**src/rtl/crc32_fcs_append.sv**
```systemverilog
// Byte-stream frame stage: passes payload through, zero-pads short frames and
// appends the reflected CRC-32 FCS (complemented, LSB byte first).
module crc32_fcs_append #(
  parameter logic [31:0] POLY    = 32'hEDB88320,
  parameter logic [31:0] INIT    = 32'hFFFFFFFF,
  parameter int unsigned MIN_LEN = 60
) (
  input  logic       clk,
  input  logic       reset,
  input  logic       in_valid,
  output logic       in_ready,
  input  logic [7:0] in_data,
  input  logic       in_last,
  output logic       out_valid,
  input  logic       out_ready,
  output logic [7:0] out_data,
  output logic       out_last
);

  typedef enum logic [2:0] {DATA, PAD, FCS0, FCS1, FCS2, FCS3} state_t;

  state_t      state;
  logic [31:0] crc;
  logic [15:0] count;
  logic        free;
  logic [7:0]  crc_in;
  logic [31:0] crc_next;
  logic [16:0] count_inc;
  logic [15:0] count_next;
  logic        need_pad;

  function automatic logic [31:0] crc_byte(input logic [31:0] c, input logic [7:0] d);
    logic [31:0] r;
    r = c;
    for (int i = 0; i < 8; i++) begin
      if (r[0] ^ d[i]) r = (r >> 1) ^ POLY;
      else             r = r >> 1;
    end
    return r;
  endfunction

  assign free       = !out_valid || out_ready;
  assign in_ready   = !reset && (state == DATA) && free;
  assign crc_in     = (state == DATA) ? in_data : 8'h00;
  assign crc_next   = crc_byte(crc, crc_in);
  assign count_inc  = {1'b0, count} + 17'd1;
  assign count_next = (count == 16'hFFFF) ? count : count_inc[15:0];
  // The pad decision uses the unsaturated length of the frame so far.
  assign need_pad   = {15'd0, count_inc} < MIN_LEN;

  always_ff @(posedge clk) begin
    if (reset) begin
      state     <= DATA;
      crc       <= INIT;
      count     <= 16'd0;
      out_valid <= 1'b0;
      out_data  <= 8'h00;
      out_last  <= 1'b0;
    end else if (free) begin
      out_valid <= 1'b0;
      out_last  <= 1'b0;
      case (state)
        DATA: begin
          if (in_valid) begin
            out_data  <= in_data;
            out_valid <= 1'b1;
            crc       <= crc_next;
            count     <= count_next;
            if (in_last) state <= need_pad ? PAD : FCS0;
          end
        end
        PAD: begin
          out_data  <= 8'h00;
          out_valid <= 1'b1;
          crc       <= crc_next;
          count     <= count_next;
          if (!need_pad) state <= FCS0;
        end
        FCS0: begin
          out_data  <= ~crc[7:0];
          out_valid <= 1'b1;
          state     <= FCS1;
        end
        FCS1: begin
          out_data  <= ~crc[15:8];
          out_valid <= 1'b1;
          state     <= FCS2;
        end
        FCS2: begin
          out_data  <= ~crc[23:16];
          out_valid <= 1'b1;
          state     <= FCS3;
        end
        FCS3: begin
          out_data  <= ~crc[31:24];
          out_valid <= 1'b1;
          out_last  <= 1'b1;
          crc       <= INIT;
          count     <= 16'd0;
          state     <= DATA;
        end
        default: state <= DATA;
      endcase
    end
  end

endmodule
```
**config.mk**
```make
export PLATFORM = sky130hd
export DESIGN_NAME = crc32_fcs_append
export DESIGN_NICKNAME = d
export VERILOG_FILES = /design/src/rtl/crc32_fcs_append.sv
export SDC_FILE = /design/constraint.sdc
export NUM_CORES = 1
export LEC_CHECK = 0
export CORE_AREA = 2 2 99 120
export CTS_BUF_LIST = sky130_fd_sc_hd__clkbuf_16
export CTS_CLUSTER_SIZE = 16
export DETAILED_ROUTE_END_ITERATION = 8
export DIE_AREA = 0 0 101 122
export PLACE_DENSITY_LB_ADDON = 0.1
export SETUP_SLACK_MARGIN = 0.3
export SKIP_LAST_GASP = 1
export SLEW_MARGIN = 20
export SYNTH_ARGS = -nofsm -noshare
export SYNTH_HDL_FRONTEND = slang
export SYNTH_SLANG_ARGS = --single-unit
```
**constraint.sdc**
```tcl
create_clock -name clk -period 4.9 [get_ports clk]
set_clock_uncertainty 0.2 [all_clocks]
set_input_delay 0.49 -clock clk [delete_from_list [all_inputs] [get_ports clk]]
set_output_delay 0.49 -clock clk [all_outputs]
set_load 0.01 [all_outputs]
```
; ---- Word level (Yosys, flattened, before mapping)
; Cells that the tools add are included.
[totals]
ff_bits = 61
inputBits = 13
out_inout_bits = 11
elab_cells = 73
[classes]
n_addsub = 1
magnitude_cmp = 1
n_eq_ne = 9
mux = 24
bitwise_logic = 20
n_reduce_logical = 12
[op_table]
columns = op, count
row1 = 2-to-1 mux 32 bit, 9
row2 = NOT 13 -> 14 bit, 8
row3 = case mux 32 bit (3 select lines), 1
row4 = case mux 16 bit (3 select lines), 1
row5 = case mux 8 bit (6 select lines), 1
row6 = 2-to-1 mux 16 bit, 2
row7 = NOT 8 bit, 4
row8 = "adder 16 x 1 -> 17 bit, second input constant", 1
row9 = "< comparator 17 x 6 -> 1 bit, second input constant", 1
row10 = "equality test 16 bit, second input constant", 1
row11 = 2-to-1 mux 8 bit, 2
row12 = case mux 3 bit (5 select lines), 1
row13 = 2-to-1 mux 3 bit, 3
row14 = bitwise XOR 1 bit, 8
row15 = "equality test 3 x 2 -> 1 bit, second input constant", 2
row16 = "equality test 3 bit, second input constant", 2
row17 = "inequality test 2 bit, second input constant", 3
row18 = AND reduction 3 bit, 2
row19 = nonzero test 6 bit, 1
row20 = OR reduction 5 bit, 1
row21 = AND reduction 4 bit, 1
row22 = "equality test 3 x 1 -> 1 bit, second input constant", 1
row23 = zero test 3 bit, 1
row24 = nonzero test 3 bit, 1
row25 = 6 further kinds, 9

; ---- Longest topological paths before layout
[logic_depth]
depth_word = 20
ltp_mapped = 8
mapped_depth_nobuf = 7

; ---- Worst setup path after synthesis
; Ideal clock, no wire load.
[synth_timing]
kind = in2reg
startpoint = input in_data[1]
endpoint = register crc[19]
arrival_ns = 2.052
setup_slack_ns = 2.522
cell_stages = 7
path_buffers = 1
cell_sequence = clkbuf_1 > xor2_1 > a21oi_1 > nor2_2 > xnor3_1 > nor4_1 > nor3_1
[synth_via]
elab_chain_len = 12
[synth_lines]
columns = element, line
row1 = from (decl), 12  ; input logic [7:0] in_data,
row2 = 2-to-1 mux 8 bit (*), 44  ; assign crc_in = (state == DATA) ? in_data : 8'h00;
row3 = bitwise XOR 1 bit (*), 36  ; if (r[0] ^ d[i]) r = (r >> 1) ^ POLY;
row4 = 2-to-1 mux 32 bit (*) (6 in a row), 36
row5 = bitwise XOR 1 bit (*), 36
row6 = 2-to-1 mux 32 bit (*), 36
row7 = 2-to-1 mux 32 bit, 64  ; if (in_valid) begin
row8 = case mux 32 bit (3 select lines) (*), 62  ; case (state)
row9 = to (signal assigned), 67  ; crc <= crc_next;
row10 = to (signal assigned), 75  ; crc <= crc_next;
row11 = to (decl), 23  ; logic [31:0] crc;
; Mark *: on every way between the ends. The rest lies on a longest branch, timed or not. The select of a mux whose other input is x is not followed.
; A chain may end at the register's enable or synchronous reset.

; ---- Worst setup path after layout
[layout_timing]
startpoint = register state[2]
endpoint = register crc[19]
[layout_via]
elab_chain_len = 18
[layout_lines]
columns = element, line
row1 = from (decl), 22  ; state_t state;
row2 = from (signal assigned), 69  ; if (in_last) state <= need_pad ? PAD : FCS0;
row3 = zero test 3 bit, "44, 62"
row4 = 2-to-1 mux 8 bit, 44
row5 = bitwise XOR 1 bit, 36
row6 = 2-to-1 mux 32 bit (2 in a row), 36
row7 = NOT 13 -> 14 bit (no line), n/a
row8 = 2-to-1 mux 32 bit, 36
row9 = NOT 13 -> 14 bit (no line), n/a
row10 = 2-to-1 mux 32 bit (2 in a row), 36
row11 = NOT 13 -> 14 bit (no line), n/a
row12 = 2-to-1 mux 32 bit, 36
row13 = NOT 13 -> 14 bit (no line), n/a
row14 = 2-to-1 mux 32 bit, 36
row15 = NOT 13 -> 14 bit (no line), n/a
row16 = 2-to-1 mux 32 bit, 36
row17 = 2-to-1 mux 32 bit, 64
row18 = case mux 32 bit (3 select lines), 62
; Parallel ways exist; a longest one is shown, timed or not. The select of a mux whose other input is x is not followed.

==> impl_metrics.tcl <==
set metrics [dict create \
    cts_root_buf "clkbuf_16" \
    leakage_uw 0.00187 \
    synth_area_sq_um 4380 \
    coreArea_sq_um 11300 \
    fin_crit_ns 3.41 \
    numCtsBuffers 9 \
    power_density_nw_per_um2 646 \
    post-route-period-util_pct 69.6 \
    via_count 3802 \
    grt_use_total_pct 21.9 \
    critPathRequiredTime_ns 4.92 \
    synthArstFlopShare_pct 0 \
    antenna_found_initial 0 \
    rsz0062_at_grt "no" \
    areaGrowthSynthToFinish_pct 12.9 \
    irDropWorstVdd_v 0.000198 \
    finalWorstSetupSlack_ns 1.49 \
    cts_buffer_depth 2 \
    remaining_drc_errors 0 \
    timing.fmax_ghz 0.293 \
    arrival_ns 3.43 \
    synth_top_area_share_pct 27.9 \
    die_h_um 122 \
    yosys_most_used_dff "dfxtp_1" \
    tns_ns 0 \
    die_w_um 101 \
    yosysTopAreaCell "dfxtp_1" \
    grt_max_degree 66 \
    ios 24 \
    seq_area_frac_synth_pct 27.9 \
    start_util_pct 38.8 \
    cts_setup_buffers 0 \
    synth-seq-cells 61 \
    path_max_fanout 29 \
    wl_um 12800 \
    tritoncts "yes" \
    cp-end-kind "flip-flop" \
    clkSinkCount 61 \
    syn_avg_cell_area_sq_um 8.57 \
    hold_viol 0 \
    layout.nets 522 \
    row_count 43 \
    vias_per_cell 5.88 \
    place.gp.congestion 0.835 \
    dieArea_sq_um 12300 \
    drive_above_1_share_pct 7.42 \
    synth_warnings 0 \
    dpl.hpwl_um 9070 \
    syn_inst 511 \
    grt_first_pass_wirelength_um 20300 \
    port_buffers 23 \
    synth_cell_types 59 \
    mostFrequentLayoutCells "61 x dfxtp_1, 50 x a21oi_1, 35 x nor2_1" \
    nFillCells 1152 \
    drt-wirelength-per-cell_um 19.8 \
    cap_violations 0 \
    worstSetupStartpointType "flip-flop" \
    max_slew_margin_pct 33.8 \
    syn_nets 525 \
    critical_path_class "flip-flop to flip-flop" \
    gr-total-overflow 0 \
    outcome "complete, no violations" \
    cts.clk_slew.worst_paths_ns 0.05 \
    clk-insertion-delay-late_ns 0.33 \
    finalSetupViolCount 0 \
    firstDrtPassIters 5 \
    synth_edf_count 0 \
    timing.final.max_slew_violations 0 \
    cts.htree.levels 3 \
    grt_pass1_vias 3714 \
    postRouteAntennaNets 0 \
    mostFrequentLayoutCell "dfxtp_1" \
    synth.area.top_cells "dfxtp_1 28%, xnor3_1 8.7%, xnor2_1 6.4%" \
    cts_hold_buf 0 \
    cts_resized 0 \
    post-place-ws_ns 1.57 \
    antenna_cells 0 \
    hp-class "flip-flop to flip-flop" \
    drt_iter0_drc 223 \
    worstMarginPinSlew_ns 0.992 \
]
[flip-flops by register name, summed over array words and instances (netlist names)]
| name | flops |
|---|---|
| count | 16 |
| out_last | 1 |
| crc | 32 |
| state | 3 |
| out_data | 8 |
| out_valid | 1 |
[layer usage]
| metal | track usage [%] | wire length [um] |
|---|---|---|
| met1 | 26.2 | 5390 |
| met2 | 38.4 | 6550 |
| met3 | 4.25 | 460 |
| met4 | 8.28 | 392 |
| met5 | 0 | 0 |
[synth_stat cells, types with 2 or more instances]
library cell and number:
nand2_1 28, o21ai_1 2, a31oi_1 6, buf_2 9, nor2b_1 2, nor4b_1 9, or2_1 2, and4_1 2
xnor3_1 17, inv_1 5, mux2i_1 4, nand3_1 14, nor2_1 35, nand4_1 6, xnor2_2 2, or2_2 2
a211oi_1 7, mux2_2 4, a22oi_1 4, dfxtp_1 61, xnor2_1 32, o21ai_0 16, nor3_1 25, o221ai_1 8
o22ai_1 18, xor2_1 14, and3_1 5, a2111oi_0 2, a41oi_1 4, nand3b_1 3, xor3_1 6, nand2b_1 25
o211ai_1 8, a211o_1 8, a21boi_0 2, o211a_1 2, a311oi_1 3, clkbuf_1 34, a21oi_1 50, or3_1 6
[stage by stage]
stage          utilization [%]  cell area (sq um)  hold slack (ns)  instances  total power (uW)
3_5_place_dp              41.3               4660            0.245        632              2590
2_1_floorplan                -               4380            0.251        511              2250
3_3_place_gp              41.3               4660            0.246        632              2590
4_1_cts                   43.8               4940            0.253        647              3220
5_1_grt                   43.8               4940            0.269        647              3390
6_report                  43.8               4940            0.254        647              3190
[final timing paths]
path                            slack, ns                     start                  endpoint  cells after the start
worst max-delay path                 1.49     state[2]$_SDFFE_PP0P_      crc[19]$_SDFFE_PP1P_                      6
worst min-delay path                 0.25  out_data[4]$_SDFFE_PP0P_  out_data[4]$_SDFFE_PP0P_                      2
worst max register to register       1.49     state[2]$_SDFFE_PP0P_      crc[19]$_SDFFE_PP1P_                      6
worst min register to register       0.25  out_data[4]$_SDFFE_PP0P_  out_data[4]$_SDFFE_PP0P_                      2
[layout make-up]
cell class | instances | area (sq um) | area share [%]
clock buffers | 9 | 225 | 4.55
clock inverters | 6 | 56.3 | 1.14
inverters | 5 | 18.8 | 0.380
multi-input cells | 400 | 2970 | 60.0
flip-flops and latches | 61 | 1220 | 24.7
well taps | 135 | 169 | 3.42
repair buffers | 31 | 285 | 5.77
[where the power goes]
part	internal, uW	switching [uW]	total (uW)	leakage (uW)
clock network	385	228	613	0.000142
logic	1050	770	1820	0.00123
registers	606	155	761	0.000501
total	2040	1150	3190	0.00187
[critical path, cell delays in order (launching register included)]
cell	delay, ns
dfxtp_1	0.97
or3_1	0.65
nor3_1	0.22
nor2_2	0.41
xnor3_1	0.50
nor4_1	0.25
nor3_1	0.09
[cells by family (layout without fill, tap and decap cells)]
| group | Yosys count | count (layout) | synth area share, % |
|---|---|---|---|
| simple gates | 172 | 172 | 21.1 |
| fa+ha+maj | 1 | 1 | 0.286 |
| compound gates | 147 | 147 | 21.7 |
| xor+xnor | 72 | 72 | 22.6 |
| mux | 8 | 8 | 1.94 |
| flops | 61 | 61 | 27.9 |
| buf+inv | 50 | 51 | 4.57 |
Note: power is estimated with default switching activity, not from simulation.
